**src/rtl/pipe_mem_lsu.sv**
```systemverilog
// pipe_mem_lsu: Memory-stage load/store unit for the pipelined RV32I core.
// Converts a Memory-stage load/store into a req/gnt/rvalid transaction on a
// variable-latency data memory, stalls the pipeline while it is outstanding,
// builds store byte lanes, formats load data and reports misaligned accesses
// and bus timeouts alongside a one-cycle completion pulse.
module pipe_mem_lsu #(
    parameter int XLEN           = 32,
    parameter int DMEM_ADDR_BIT  = 14,
    parameter int TIMEOUT_CYCLES = 15
) (
    input  logic                     i_clk,
    input  logic                     i_rstn,
    input  logic                     i_lsu_valid,
    input  logic                     i_lsu_we,
    input  logic [2:0]               i_lsu_funct3,
    input  logic [XLEN-1:0]          i_lsu_addr,
    input  logic [XLEN-1:0]          i_lsu_wdata,
    input  logic                     i_lsu_flush,
    output logic                     o_lsu_stall,
    output logic                     o_lsu_done,
    output logic [XLEN-1:0]          o_lsu_rdata,
    output logic                     o_lsu_misalign,
    output logic                     o_lsu_err,
    output logic                     o_dmem_req,
    input  logic                     i_dmem_gnt,
    output logic [DMEM_ADDR_BIT-3:0] o_dmem_addr,
    output logic                     o_dmem_wen,
    output logic [3:0]               o_dmem_byte_sel,
    output logic [XLEN-1:0]          o_dmem_wdata,
    input  logic                     i_dmem_rvalid,
    input  logic [XLEN-1:0]          i_dmem_rdata
);

    // Timeout counter must be able to hold TIMEOUT_CYCLES-1; a zero setting
    // disables the timeout entirely.
    localparam int            TW     = (TIMEOUT_CYCLES < 2) ? 1 : $clog2(TIMEOUT_CYCLES + 1);
    localparam logic [TW-1:0] T_LAST = TW'((TIMEOUT_CYCLES > 0) ? (TIMEOUT_CYCLES - 1) : 0);

    localparam logic [2:0] F3_B  = 3'b000;
    localparam logic [2:0] F3_H  = 3'b001;
    localparam logic [2:0] F3_W  = 3'b010;
    localparam logic [2:0] F3_BU = 3'b100;
    localparam logic [2:0] F3_HU = 3'b101;

    typedef enum logic [1:0] {
        S_IDLE = 2'd0,
        S_REQ  = 2'd1,
        S_WAIT = 2'd2,
        S_DONE = 2'd3
    } state_e;

    state_e                   state_q, state_d;
    logic [DMEM_ADDR_BIT-1:0] addr_q, addr_d;
    logic                     we_q, we_d;
    logic [2:0]               funct3_q, funct3_d;
    logic [3:0]               sel_q, sel_d;
    logic [XLEN-1:0]          wdata_q, wdata_d;
    logic [XLEN-1:0]          rdata_q, rdata_d;
    logic                     misalign_q, misalign_d;
    logic                     err_q, err_d;
    logic [TW-1:0]            tcnt_q, tcnt_d;

    logic                     req_illegal;
    logic [3:0]               req_sel;
    logic [XLEN-1:0]          req_wdata;
    logic [7:0]               lane_byte;
    logic [15:0]              lane_half;
    logic [XLEN-1:0]          load_fmt;
    logic                     tmo_hit;

    // Address bits above the decoded memory range are deliberately dropped.
    logic                     unused_addr_hi;
    assign unused_addr_hi = ^i_lsu_addr[XLEN-1:DMEM_ADDR_BIT];

    assign tmo_hit = (TIMEOUT_CYCLES != 0) && (tcnt_q == T_LAST);

    // Decode the incoming request: legality, store byte lanes and replicated store data.
    always_comb begin
        req_illegal = 1'b0;
        req_sel     = 4'b1111;
        req_wdata   = i_lsu_wdata;
        case (i_lsu_funct3)
            F3_B: begin
                if (i_lsu_we) begin
                    req_sel   = 4'b0001 << i_lsu_addr[1:0];
                    req_wdata = {4{i_lsu_wdata[7:0]}};
                end
            end
            F3_H: begin
                req_illegal = i_lsu_addr[0];
                if (i_lsu_we) begin
                    req_sel   = 4'b0011 << {i_lsu_addr[1], 1'b0};
                    req_wdata = {2{i_lsu_wdata[15:0]}};
                end
            end
            F3_W:    req_illegal = |i_lsu_addr[1:0];
            F3_BU:   req_illegal = i_lsu_we;
            F3_HU:   req_illegal = i_lsu_we | i_lsu_addr[0];
            default: req_illegal = 1'b1;
        endcase
    end

    // Pick the addressed lane out of the returned word and extend it per funct3.
    always_comb begin
        lane_byte = i_dmem_rdata[7:0];
        case (addr_q[1:0])
            2'd0:    lane_byte = i_dmem_rdata[7:0];
            2'd1:    lane_byte = i_dmem_rdata[15:8];
            2'd2:    lane_byte = i_dmem_rdata[23:16];
            default: lane_byte = i_dmem_rdata[31:24];
        endcase
        lane_half = addr_q[1] ? i_dmem_rdata[31:16] : i_dmem_rdata[15:0];
        case (funct3_q)
            F3_B:    load_fmt = {{(XLEN-8){lane_byte[7]}}, lane_byte};
            F3_H:    load_fmt = {{(XLEN-16){lane_half[15]}}, lane_half};
            F3_BU:   load_fmt = {{(XLEN-8){1'b0}}, lane_byte};
            F3_HU:   load_fmt = {{(XLEN-16){1'b0}}, lane_half};
            default: load_fmt = i_dmem_rdata;
        endcase
    end

    // Next-state logic: accept, bus handshake, timeout and completion.
    always_comb begin
        state_d    = state_q;
        addr_d     = addr_q;
        we_d       = we_q;
        funct3_d   = funct3_q;
        sel_d      = sel_q;
        wdata_d    = wdata_q;
        rdata_d    = rdata_q;
        misalign_d = misalign_q;
        err_d      = err_q;
        tcnt_d     = tcnt_q;
        case (state_q)
            S_IDLE: begin
                if (i_lsu_valid) begin
                    addr_d     = i_lsu_addr[DMEM_ADDR_BIT-1:0];
                    we_d       = i_lsu_we;
                    funct3_d   = i_lsu_funct3;
                    sel_d      = req_sel;
                    wdata_d    = req_wdata;
                    rdata_d    = '0;
                    err_d      = 1'b0;
                    misalign_d = req_illegal;
                    tcnt_d     = '0;
                    state_d    = req_illegal ? S_DONE : S_REQ;
                end
            end
            S_REQ: begin
                if (i_dmem_gnt) begin
                    tcnt_d  = '0;
                    state_d = we_q ? S_DONE : S_WAIT;
                end else if (i_lsu_flush) begin
                    state_d = S_IDLE;
                end else if (tmo_hit) begin
                    err_d   = 1'b1;
                    rdata_d = '0;
                    state_d = S_DONE;
                end else if (TIMEOUT_CYCLES != 0) begin
                    tcnt_d = tcnt_q + TW'(1);
                end
            end
            S_WAIT: begin
                if (i_dmem_rvalid) begin
                    rdata_d = load_fmt;
                    state_d = S_DONE;
                end else if (tmo_hit) begin
                    err_d   = 1'b1;
                    rdata_d = '0;
                    state_d = S_DONE;
                end else if (TIMEOUT_CYCLES != 0) begin
                    tcnt_d = tcnt_q + TW'(1);
                end
            end
            S_DONE: begin
                rdata_d    = '0;
                misalign_d = 1'b0;
                err_d      = 1'b0;
                state_d    = S_IDLE;
            end
            default: state_d = S_IDLE;
        endcase
    end

    // State and request registers; reset drops any access in flight immediately.
    always_ff @(posedge i_clk or negedge i_rstn) begin
        if (!i_rstn) begin
            state_q    <= S_IDLE;
            addr_q     <= '0;
            we_q       <= 1'b0;
            funct3_q   <= 3'b000;
            sel_q      <= 4'b0000;
            wdata_q    <= '0;
            rdata_q    <= '0;
            misalign_q <= 1'b0;
            err_q      <= 1'b0;
            tcnt_q     <= '0;
        end else begin
            state_q    <= state_d;
            addr_q     <= addr_d;
            we_q       <= we_d;
            funct3_q   <= funct3_d;
            sel_q      <= sel_d;
            wdata_q    <= wdata_d;
            rdata_q    <= rdata_d;
            misalign_q <= misalign_d;
            err_q      <= err_d;
            tcnt_q     <= tcnt_d;
        end
    end

    // Outputs: bus fields only while requesting, results only in the done cycle.
    always_comb begin
        o_lsu_stall     = ((state_q == S_IDLE) && i_lsu_valid) ||
                          (state_q == S_REQ) || (state_q == S_WAIT);
        o_lsu_done      = 1'b0;
        o_lsu_rdata     = '0;
        o_lsu_misalign  = 1'b0;
        o_lsu_err       = 1'b0;
        o_dmem_req      = 1'b0;
        o_dmem_addr     = '0;
        o_dmem_wen      = 1'b0;
        o_dmem_byte_sel = 4'b0000;
        o_dmem_wdata    = '0;
        if (state_q == S_DONE) begin
            o_lsu_done     = 1'b1;
            o_lsu_rdata    = rdata_q;
            o_lsu_misalign = misalign_q;
            o_lsu_err      = err_q;
        end
        if (state_q == S_REQ) begin
            o_dmem_req      = 1'b1;
            o_dmem_addr     = addr_q[DMEM_ADDR_BIT-1:2];
            o_dmem_wen      = we_q;
            o_dmem_byte_sel = sel_q;
            o_dmem_wdata    = wdata_q;
        end
    end

endmodule

```
**config.mk**
```make
export PLATFORM = sky130hd
export DESIGN_NAME = pipe_mem_lsu
export DESIGN_NICKNAME = d
export VERILOG_FILES = /design/src/rtl/pipe_mem_lsu.sv
export SDC_FILE = /design/constraint.sdc
export NUM_CORES = 1
export LEC_CHECK = 0
export CELL_PAD_IN_SITES_DETAIL_PLACEMENT = 0
export CELL_PAD_IN_SITES_GLOBAL_PLACEMENT = 2
export CORE_MARGIN = 1
export CORE_UTILIZATION = 27
export CTS_BUF_LIST = sky130_fd_sc_hd__clkbuf_16
export DETAILED_ROUTE_END_ITERATION = 10
export PLACE_DENSITY_LB_ADDON = 0.1
export SYNTH_ARGS = -nofsm -noshare
export SYNTH_HDL_FRONTEND = slang
export SYNTH_SLANG_ARGS = --single-unit
```
**constraint.sdc**
```tcl
create_clock -name i_clk -period 2.3 [get_ports i_clk]
set_input_delay 0.345 -clock i_clk [delete_from_list [all_inputs] [get_ports i_clk]]
set_output_delay 0.345 -clock i_clk [all_outputs]
set_load 0.005 [all_outputs]
```
Word level (Yosys, flattened, before mapping)
Cells that the tools add are included.
{ "word_totals": {"register_bits": 94, "in_bits": 106, "wordCells": 94} }
{ "classes": {"add_sub_neg": 1, "n_eq_ne": 18, "shift": 2, "mux": 47, "bitwise_logic": 1, "reduce_logical": 15} }
{ "ops": {"columns": ["cell", "count"], "rows": [
  ["two-way mux 32 bit", 9],
  ["case mux 32 bit (4 select lines)", 2],
  ["case mux 32 bit (2 select lines)", 1],
  ["two-way mux 4 bit", 8],
  ["case mux 8 bit (3 select lines)", 1],
  ["two-way mux 16 bit", 1],
  ["equality test 3 bit, second input constant", 4],
  ["two-way mux 1 bit", 12],
  ["two-way mux 12 bit", 1],
  ["two-way mux 2 bit", 6],
  ["case mux 4 bit (3 select lines)", 1],
  ["inequality test 2 bit, second input constant", 4],
  ["case mux 2 bit (4 select lines)", 1],
  ["case mux 4 bit (2 select lines)", 1],
  ["AND reduction 4 bit", 2],
  ["equality test 2 bit, second input constant", 3],
  ["equality test 3 x 1 -> 1 bit, second input constant", 2],
  ["logical NOT 3 bit", 2],
  ["case mux 1 bit (5 select lines)", 1],
  ["adder 4 x 1 -> 4 bit, second input constant", 1],
  ["equality test 2 x 1 -> 1 bit, second input constant", 2],
  ["equality test 4 bit, second input constant", 1],
  ["logical NOT 2 bit", 2],
  ["case mux 1 bit (4 select lines)", 1],
  ["other kinds (13)", 15]
]} }

Logic depth before layout (Yosys ltp)
{ "depth": {"word_depth": 5, "mapped_depth": 8} }

Least setup slack after synthesis
No wires, ideal clock.
{ "synth_path": {"path_kind": "register to register", "startpoint": "register state_q[0]", "endpoint": "register rdata_q[23]", "arrival_ns": 1.881, "required_ns": 2.234, "path_slack_ns": 0.353, "stages_incl_launch_ff": 9, "period_less_slack_ns": 1.947, "path_cell_list": "dfrtp_1 inv_1 ha_1 and2_1 buf_6 nand4_4 a2111oi_4 buf_6 a221o_1"} }
{ "synth_via": {"elab_chain_len": 3, "word_cells_on_any_way": 9} }
{ "synth_lines": {"columns": ["item", "line", "rtl"], "rows": [
  ["from (decl)", "52", "state_e state_q, state_d;"],
  ["from (signal assigned)", "199", "state_q <= state_d;"],
  ["equality test 2 x 1 -> 1 bit / logical NOT 2 bit (equally long branches)", "134", "case (state_q)"],
  ["inequality test 2 bit (no line)", null, null],
  ["AND reduction 3 bit (no line)", null, null],
  ["to (signal assigned)", "205", "rdata_q <= rdata_d;"],
  ["to (decl)", "58", "logic [XLEN-1:0] rdata_q, rdata_d;"]
]} }
Parallel ways exist; a longest one is shown, timed or not.
A chain may end at the register's enable or synchronous reset.

Final worst setup path
{ "layout_path": {"startpoint": "register state_q[1]", "endpoint": "output port o_dmem_wdata[30]"} }
{ "layout_via": {"elab_chain_len": 2} }
{ "layout_lines": {"columns": ["item", "line", "rtl"], "rows": [
  ["equality test 2 x 1 -> 1 bit", "231", "if (state_q == S_REQ) begin"],
  ["two-way mux 32 bit", "231", null],
  ["to (decl)", "29", "output logic [XLEN-1:0] o_dmem_wdata,"]
]} }
No other way between the ends.

==> metrics.txt <==
status=complete, no violations; IO Count=192; synth top area cells=dfrtp_1 46%, and2_1 10%, mux2_2 8.4%; final-report setup violation count=0; R2R depth=10; largest net degree at the start of global routing=82; TritonRoute pass-1 iters=4; Synth Register Bits=94; largest family of logic cells by synthesized area=simple AND/OR/NAND/NOR gates; Worst Hold Path Cells=1; Filler cells=1777; yosys warns=0; Final Hold Fails=0; fin nets=around 800; Max Root-Sink Buffers=2; Die Area=0.01951 mm^2; HPWL Detailed=11530 um; r2r setup slk=160 ps; Starting Density=0.2801; Crit Reg-Reg Startpoint=state_q[1]$_DFFE_PN0N_; adder-cell area share of the yosys netlist=0.01711; sequential area share after synthesis=0.4597; Die W=139.7 um; core area=0.01827 mm^2; Post-synth top flop=dfrtp_1; Routed WL=16230 um; CTS sink cnt=94; root buf cell=clkbuf_16; drt via density=4.779; worst slew pin tran=between 600 and 700 ps; pwr dens=1013 mW/mm^2; Syn Nets=607; routed len/inst=around 18 um; mean cell area of the mapped netlist=10.36 um^2; Port Buffers=173; crit-path cells=inv_2 > ha_4 > buf_12 > and2_1 > clkdlybuf4s50_1; CTS clk-pin slew, worst paths=60 ps; RSZ-0062 raised after global routing=yes; Final Cycle Share=0.9704; CP endpoint kind=primary output; Synth Area in Compound Gates=0.1741; Critical Path RT=1960 ps; synth cell count leaders=94 x dfrtp_1, 84 x and2_1, 47 x nand2_1; GPL Wtd Cong=0.8021; Synth top area share=0.4597; vias in the first global route=4510; Buf+Inv Stages, Crit Path=3; TritonCTS clock tree=done; DRC viols=0; Async S/R FF share, synth=1.000; Post-synth EDFFs=0; Min Clock Period, post-route=2232 ps; Min-Delay Endpoint=rdata_q[12]$_DFFE_PN0P_; CTS Buf Count=9; # rows=between 40 and 50; CTS H-Tree Depth=3; Cells after Synth=494; post-synthesis simple-gate area fraction=0.1780; Pleak=~3.7 nW; Post-DP Area=0.007216 mm^2; max-slew violations=0; worst skew pair latency=about 350 ps; Crit-path slowest cell=clkdlybuf4s50_1; launch point of the worst hold path=rdata_q[12]$_DFFE_PN0P_; CP startpoint kind=flop; CP arrival=approximately 1900 ps; xor and xnor fraction of the mapped netlist area=0; Max Clock Freq=448.0 MHz; Antenna Nets Post-Route=0; Initial DRC Count=222; synthesized area=0.005117 mm^2; Congestion Overflow GR=0; crit path kind=reg2out; Layout area overhead=50.22%; Vias=4339; Worst VDD drop=0.0004743 V; initial antenna violation count=0; Setup Skew=9.100 ps; antenna diode count=0; Max FO, Critical Path=26; Worst slew margin=0.5795; CP peak stage delay=500 ps; final instance area=0.007687 mm^2; R2R Path End=rdata_q[29]$_DFFE_PN0P_; first-pass GRT wire length=around 25000 um; total power=7.786 mW; Netlist cell types=43; delay-heaviest family, CP=buffers and inverters; MaxCap Viol Count=0; count leader, synth=dfrtp_1; mux contribution to synthesized area=0.1306; total global-route track usage=0.1693; Chip Height=139.7 um; leading area contributor after synthesis=dfrtp_1; Worst Hold Class=reg2reg; share of cells above drive strength 1=0.1502
[per-layer routing]
metal	part of all wire	track usage	up-vias
met5	0	0	-
li1	-	-	2102
met1	0.45	0.2155	2104
met3	0.065	0.05781	13
met4	0.012	0.04164	0
met2	0.48	0.2748	120
[repair_timing]
item | in CTS | in global routing
gates cloned | 1 | 1
hold buffers | 1 | 0
endpoints found under the hold margin | 34 | 0
pin swaps | 1 | 1
setup endpoints to repair | 66 | 111
resized for setup | 12 | 34
buffers inserted | 1 | 3
[state kept, by name (all words and copies together), names as in the netlist]
| register | count |
|---|---|
| rdata_q | 32 |
| wdata_q | 32 |
| addr_q | 14 |
| sel_q | 4 |
| tcnt_q | 4 |
| funct3_q | 3 |
| state_q | 2 |
| err_q | 1 |
| misalign_q | 1 |
| we_q | 1 |
[through the flow]
| stage | instances | TNS [ps] | utilization | hold slack (ps) | setup slack (ps) |
|---|---|---|---|---|---|
| after global routing | 908 | -240.1 | 0.4208 | 493.9 | -36.11 |
| after floorplan | 494 | 0 | - | 49.41 | 352.9 |
| final | 908 | 0 | 0.4208 | 472.5 | 68.00 |
| after global placement | 885 | -704.0 | 0.3949 | 349.5 | -58.20 |
| after detailed placement | 885 | -1682 | 0.3949 | 351.2 | -128.3 |
| after CTS | 904 | -3.924 | 0.4121 | 476.8 | -3.924 |
[layout by cell type, fill, tap and decap left out, types with 7 or more instances in the layout]
cell type,n
mux2i_1,24
dlymetal6s2s_1,26
clkdlybuf4s50_1,141
a221o_1,13
a222oi_1,7
buf_4,23
mux2_2,38
a21oi_1,9
inv_1,14
nand2_1,46
a221oi_1,9
clkbuf_16,10
a21o_1,9
o2bb2ai_1,7
dfrtp_1,93
o21ai_0,42
nor2_1,8
nor2b_1,10
and2_1,79
[logic make-up (layout without fill, tap and decap cells)]
group / count (synthesis) / in the layout
adders and majority gates: 7 / 7
muxes: 62 / 62
and+or+nand+nor: 165 / 165
buffers and inverters: 49 / 234
AOI/OAI and AO/OA: 117 / 117
DFF: 94 / 94
[worst max path at each step]
stage / start / endpoint / slack [ps] / cells after the start
floorplan: state_q[0]$_DFFE_PN0N_ / rdata_q[23]$_DFFE_PN0P_ / 350 / 8
global placement: i_dmem_gnt / rdata_q[22]$_DFFE_PN0P_ / -60 / 5
detailed placement: i_dmem_gnt / rdata_q[29]$_DFFE_PN0P_ / -130 / 5
CTS: state_q[0]$_DFFE_PN0N_ / o_lsu_stall / -4 / 5
global route: state_q[1]$_DFFE_PN0N_ / o_dmem_addr[11] / -40 / 5
finish: state_q[1]$_DFFE_PN0N_ / o_dmem_wdata[30] / 70 / 5
[cell type report]
| class | instances | area [um^2] | area share |
|---|---|---|---|
| Sequential cell | 94 | 2354 | 0.3062 |
| Timing Repair Buffer | 203 | 2116 | 0.2752 |
| Inverter | 15 | 56.30 | 0.007324 |
| Multi-Input combinational cell | 351 | 2619 | 0.3407 |
| Tap cell | 229 | 286.5 | 0.03727 |
| Clock inverter | 7 | 31.28 | 0.004069 |
| Clock buffer | 9 | 225.2 | 0.02930 |
[worst reg2reg max path, delay by kind of cell, from the launching register on]
kind | cells | cell delay [ps]
AOI/OAI and AO/OA | 2 | 450
buffers and inverters | 5 | 750
DFF | 1 | 400
and+or+nand+nor | 2 | 210
adders and majority gates | 1 | 210
[power by group]
group	switching, mW	total (mW)	internal [mW]
clock	0.659	1.37	0.714
sequential	0.424	2.74	2.32
combinational	1.72	3.67	1.95
No activity file was read; power rests on OpenSTA's default activity.
==> patch 1: new RTL, same settings <==
Change the parameter `TIMEOUT_CYCLES` from 15 to 17.
--- a/src/rtl/pipe_mem_lsu.sv
+++ b/src/rtl/pipe_mem_lsu.sv
@@ -8,3 +8,3 @@
     parameter int DMEM_ADDR_BIT  = 14,
-    parameter int TIMEOUT_CYCLES = 15
+    parameter int TIMEOUT_CYCLES = 17
 ) (
Behaviour: no difference found for any inputs over 4 cycles, from zero or initial values and one cycle with i_rstn low; that may be too few to reach the edited logic, so the function may still have changed.
==> patch 1 against the unedited design <==
The run now ends with negative hold slack left. Critical path depth up 1. Synthesized area rose by 2.9%. Sequential share of layout area is 0.30 points lower. Total power decreased by 0.87%. Count of clock-buffer cells in the layout unchanged. Setup slack worse by 18 ps. Maximum frequency is 0.79% lower. Routed wire length up 6.4%. Sequential cell count up 1. Hold slack worse by 480 ps. Combinational power shrank 1%. Final area up 2.1%. Critical path type unchanged. Largest cell class unchanged.
==> patch 1: results (changes against the unedited design) <==
Pwr
  – Lkg Pwr: 0.00374 µW (was 0.00371 µW)
  – Max VDD drop: 0.431 mV (was 0.474 mV)

Place
  – GP Congestion: 0.820 (was 0.802)
  – Post-DP HPWL: 12300 µm (was 11500 µm)

Run status
  – Status: complete, but fails checks (was completed)
  – Failing checks: negative hold slack

Synthesis
  – Most instantiated cells after synthesis: nand2_1, dfrtp_1, and2_1, o21ai_0, clkbuf_1 (was dfrtp_1, and2_1, nand2_1, o21ai_0, mux2_2)
  – Sequential area share after synthesis: 0.451 (was 0.460)
  – Yosys cell types: 47 (was 43)
  – Synth area leaders: dfrtp_1, and2_1, nand2_1 (was dfrtp_1, and2_1, mux2_2)

Setup path
  – Max FO, Critical Path: 9 (was 26)
  – Crit path largest cell delay: 440 ps (was 500 ps)

GRT
  – Largest net degree at the start of global routing: 76 (was 82)
  – GRT Util Overall: 0.176 (was 0.169)
  – First-pass GRT wire length: 27000 µm (was 25400 µm)
  – Initial antenna violation count: 1 (was 0)

Hold path
  – Worst min path class: in -> async (was reg -> reg)

STA
  – Skew final: 9.76 ps (was 9.10 ps)
  – Final Hold Viols: 5 (was 0)
  – Worst slew pin tran: 647 ps (was 624 ps)
  – Hold Slack: -11.0 ps (was 472 ps)

Routing
  – Vias per inst: 4.67 (was 4.78)
  – WL/cell: 17.0 µm (was 17.9 µm)

Finish
  – Layout cells sized above 1: 0.106 (was 0.150)

Clocking
  – Post_cts resized: 41 (was 12)
[patch 1: cell types whose count changed in the layout (fill, tap and decap cells not counted), moves of 4 or more]
cell | before | now
nand2_1 | 46 | 118
and2_1 | 79 | 83
inv_1 | 14 | 18
o21ai_0 | 42 | 47
clkdlybuf4s50_1 | 141 | 135
a222oi_1 | 7 | 0
nand2b_1 | 4 | 8
mux2_2 | 38 | 10
dlygate4sd2_1 | 5 | 31
dlymetal6s2s_1 | 26 | 6
mux2i_1 | 24 | 31
buf_4 | 23 | 30
[patch 1: path summary, 6_finish.rpt]
path | from | endpoint | slack, ps | cells past startpoint
max in group asynchronous | i_rstn | rdata_q[28]$_DFFE_PN0P_ | 1590 | 2
worst min-delay path | i_rstn | tcnt_q[3]$_DFFE_PN0P_ | -10 | 1
min in group i_clk | addr_q[10]$_DFFE_PN0P_ | addr_q[10]$_DFFE_PN0P_ | 470 | 2
worst min register to register | addr_q[10]$_DFFE_PN0P_ | addr_q[10]$_DFFE_PN0P_ | 470 | 2
worst max register to register | state_q[1]$_DFFE_PN0N_ | rdata_q[18]$_DFFE_PN0P_ | 260 | 8
worst max-delay path | state_q[1]$_DFFE_PN0N_ | o_lsu_stall | 50 | 6
[patch 1: logic make-up after synthesis]
kind of cell               after synthesis  share of synthesized area
AOI/OAI and AO/OA                      121                      0.165
adders and majority gates                7                     0.0166
buffers and inverters                   58                     0.0466
DFF                                     95                      0.451
muxes                                   42                     0.0846
and+or+nand+nor                        247                      0.236
[patch 1: stage by stage]
| step | cell area [µm²] | instances | setup slack [ps] |
|---|---|---|---|
| after floorplan | 5270 | 570 | 133 |
| after global placement | 7450 | 994 | -96.4 |
| after detailed placement | 7450 | 994 | -165 |
| after CTS | 7860 | 1018 | -58.7 |
| after global routing | 7850 | 1017 | -32.7 |
| final | 7850 | 1017 | 50.2 |
[patch 1: area by class of cell]
class | count | area (µm²)
tap | 260 | 325
fill | 1918 | 11000
multi-input combinational | 417 | 2690
sequential | 95 | 2380
clock inverter | 7 | 56.3
timing repair buffer | 212 | 2110
clock buffer | 9 | 225
inverter | 17 | 63.8
[patch 1: routing by layer]
layer | GRT usage | part of all wire | vias up | wire, µm
met5 | 0 | 0.00075 | - | 13
li1 | - | - | 2302 | -
met4 | 0.0385 | 0.010 | 2 | 175
met1 | 0.213 | 0.43 | 2292 | 7420
met3 | 0.0651 | 0.075 | 13 | 1290
met2 | 0.296 | 0.48 | 142 | 8370
[patch 1: critical path, delay by kind of cell, from the launching register on]
family | cells | cell delay [ps]
buffers and inverters | 3 | 770
flip-flops | 1 | 410
adder cells (fa/ha/maj) | 1 | 190
AND/OR/NAND/NOR | 2 | 180
[patch 1: power breakdown]
part,internal (µW),switching (µW),total (µW)
clock,825,654,1480
sequential,2250,361,2610
combinational,1780,1850,3630
total,4850,2870,7720
==> patch 2: new RTL, same settings <==
Made on the original files. One comparison of `tcnt_q` changes from == to >=.
--- a/src/rtl/pipe_mem_lsu.sv
+++ b/src/rtl/pipe_mem_lsu.sv
@@ -74,3 +74,3 @@
 
-    assign tmo_hit = (TIMEOUT_CYCLES != 0) && (tcnt_q == T_LAST);
+    assign tmo_hit = (TIMEOUT_CYCLES != 0) && (tcnt_q >= T_LAST);
 
Check against the original RTL: no difference found for any inputs over 4 cycles, from zero or initial values and one cycle with i_rstn low; that may be too few to reach the edited logic, so the function may still have changed.
==> patch 2 against the unedited design <==
Synthesized area is 2.4% higher. Total power is 4.7% higher. Core utilization is 0.16 points higher. Final area is 3.8% higher. Clock skew is 1.5 ps higher. Critical path type unchanged. Setup slack worse by 42 ps. Sequential power is 5% lower. Sequential cell count stayed put. Maximum frequency is 1.8% lower. Global-route usage is 0.73 points higher. Via count is 11% higher. Critical endpoint is now o_lsu_rdata[1]. Routed wire length is 6.1% higher.
==> patch 2: results (changes against the unedited design) <==
Run status
  – Status: completed (unchanged)

Place
  – Post-DP HPWL: 12100 µm (was 11500 µm)
  – GP Congestion: 0.800 (was 0.802)
  – Port Buffers: 173 (unchanged)
  – Placement Setup Slack: -106 ps (was -128 ps)

Synthesis
  – Sequential area share after synthesis: 0.449 (was 0.460)
  – Main flop type after synthesis: dfrtp_1 (unchanged)
  – Syn Nets: 682 (was 607)
  – Most instantiated cells after synthesis: nand2_1, dfrtp_1, and2_1, o21ai_0, clkbuf_1 (was dfrtp_1, and2_1, nand2_1, o21ai_0, mux2_2)
  – Syn Area/Cell: 9.21 µm² (was 10.4 µm²)
  – Synth area leaders: dfrtp_1, and2_1, nand2_1 (was dfrtp_1, and2_1, mux2_2)
  – Yosys cell types: 48 (was 43)

GRT
  – First-pass GRT wire length: 26900 µm (was 25400 µm)
  – Number of global-route vias before repair: 4899 (was 4510)
  – Largest net degree at the start of global routing: 68 (was 82)
  – GRT Util Overall: 0.177 (was 0.169)

Setup path
  – FF-to-FF End: rdata_q[26]$_DFFE_PN0P_ (was rdata_q[29]$_DFFE_PN0P_)
  – Crit path DAT: 1930 ps (was 1890 ps)
  – R2r worst-path depth: 8 (was 10)
  – Flop-to-flop setup slack: 220 ps (was 160 ps)

Finish
  – Fillers: 1888 (was 1777)
  – Layout cells sized above 1: 0.102 (was 0.150)
  – Final net count: 866 (was 787)

Routing
  – Vias per inst: 4.73 (was 4.78)
  – WL/cell: 16.9 µm (was 17.9 µm)
  – Starting DRT DRC Count: 212 (was 222)

Clocking
  – CTS buffer count: 9 (unchanged)

Pwr
  – Lkg Pwr: 0.00401 µW (was 0.00371 µW)
  – Pwr per Cell Area: 1020 mW/mm² (was 1010 mW/mm²)
  – Max VDD drop: 0.408 mV (was 0.474 mV)
  – Clock share of power: 0.205 (was 0.176)
  – Power Internal: 5110 µW (was 4990 µW)
  – Sequential power share: 0.320 (was 0.352)

Hold path
  – HP Start: addr_q[3]$_DFFE_PN0P_ (was rdata_q[12]$_DFFE_PN0P_)
  – Hold Crit Depth: 2 (was 1)
  – Worst min path class: reg -> reg (unchanged)
  – Worst Hold Endpoint: addr_q[3]$_DFFE_PN0P_ (was rdata_q[12]$_DFFE_PN0P_)

STA
  – Skew final: 10.6 ps (was 9.10 ps)
  – Rel. slew slack: 0.555 (was 0.580)
==> patch 2: cell count changes in the layout (fill, tap and decap cells not counted), sizes merged, moves of 8 or more <==
cell           before  now
mux2               38    7
mux2i              24   32
clkdlybuf4s50     141  130
o21ai              43   51
a221oi             10    0
nand2              47  115
a31oi               0   10
buf                29   40
==> patch 2: worst max path at each step <==
stage                           start                      end  slack, ps  depth (start not counted)
5_1_grt        state_q[1]$_DFFE_PN0N_           o_dmem_addr[7]        -70                          5
2_1_floorplan  state_q[0]$_DFFE_PN0N_  rdata_q[22]$_DFFE_PN0P_        360                          6
3_5_place_dp              i_lsu_valid  rdata_q[26]$_DFFE_PN0P_       -110                          5
6_report       state_q[0]$_DFFE_PN0N_           o_lsu_rdata[1]         30                          4
4_1_cts        state_q[0]$_DFFE_PN0N_           o_lsu_rdata[7]         -1                          4
3_3_place_gp              i_lsu_valid  rdata_q[31]$_DFFE_PN0P_        -40                          5
==> patch 2: layout make-up <==
cell class,count,area (µm²),share of cell area
Tap cell,260,325,0.0408
Inverter,12,45.0,0.00565
Sequential cell,94,2350,0.295
Timing Repair Buffer,214,2230,0.279
Clock inverter,7,96.3,0.0121
Multi-Input combinational cell,422,2710,0.339
Clock buffer,9,225,0.0282
==> patch 2: stage by stage <==
| step | hold WS, ps | util | instances | instance area [µm²] | setup TNS [ps] |
|---|---|---|---|---|---|
| after global placement | 334 | 0.393 | 991 | 7430 | -581 |
| after floorplan | 49.4 | - | 569 | 5240 | 0 |
| final | 471 | 0.422 | 1018 | 7980 | 0 |
| after detailed placement | 333 | 0.393 | 991 | 7430 | -1340 |
| after global routing | 493 | 0.422 | 1018 | 7980 | -1170 |
| after CTS | 477 | 0.414 | 1012 | 7820 | -1.48 |
==> patch 2: kinds of logic (layout without fill, tap and decap cells) <==
kind of cell / after synthesis / count (layout) / synth area share
simple gates: 242 / 242 / 0.236
buf+inv: 53 / 242 / 0.0420
flops: 94 / 94 / 0.449
mux: 40 / 40 / 0.0804
fa+ha+maj: 7 / 7 / 0.0167
compound gates: 133 / 133 / 0.176
==> patch 2: metal layers <==
metal | vias to the layer above | global-route usage | wire length, µm
li1 | 2341 | - | -
met1 | 2327 | 0.226 | 7760
met2 | 132 | 0.283 | 8040
met3 | 15 | 0.0577 | 1230
met4 | 0 | 0.0509 | 187
met5 | - | 0 | 0
==> patch 2: timing repair <==
| item | in CTS | in global routing |
|---|---|---|
| hold endpoints to repair | 29 | 0 |
| cloned | 1 | 1 |
| resized for setup | 16 | 34 |
| setup buffers | 3 | 5 |
| endpoints found under the setup margin | 88 | 91 |
| hold buffers | 1 | 0 |
==> patch 2: critical path: stages, from the launching register on <==
cell             delay, ps
dfrtp_2                430
ha_1                   260
buf_8                  200
and2_1                 170
clkdlybuf4s50_1        510
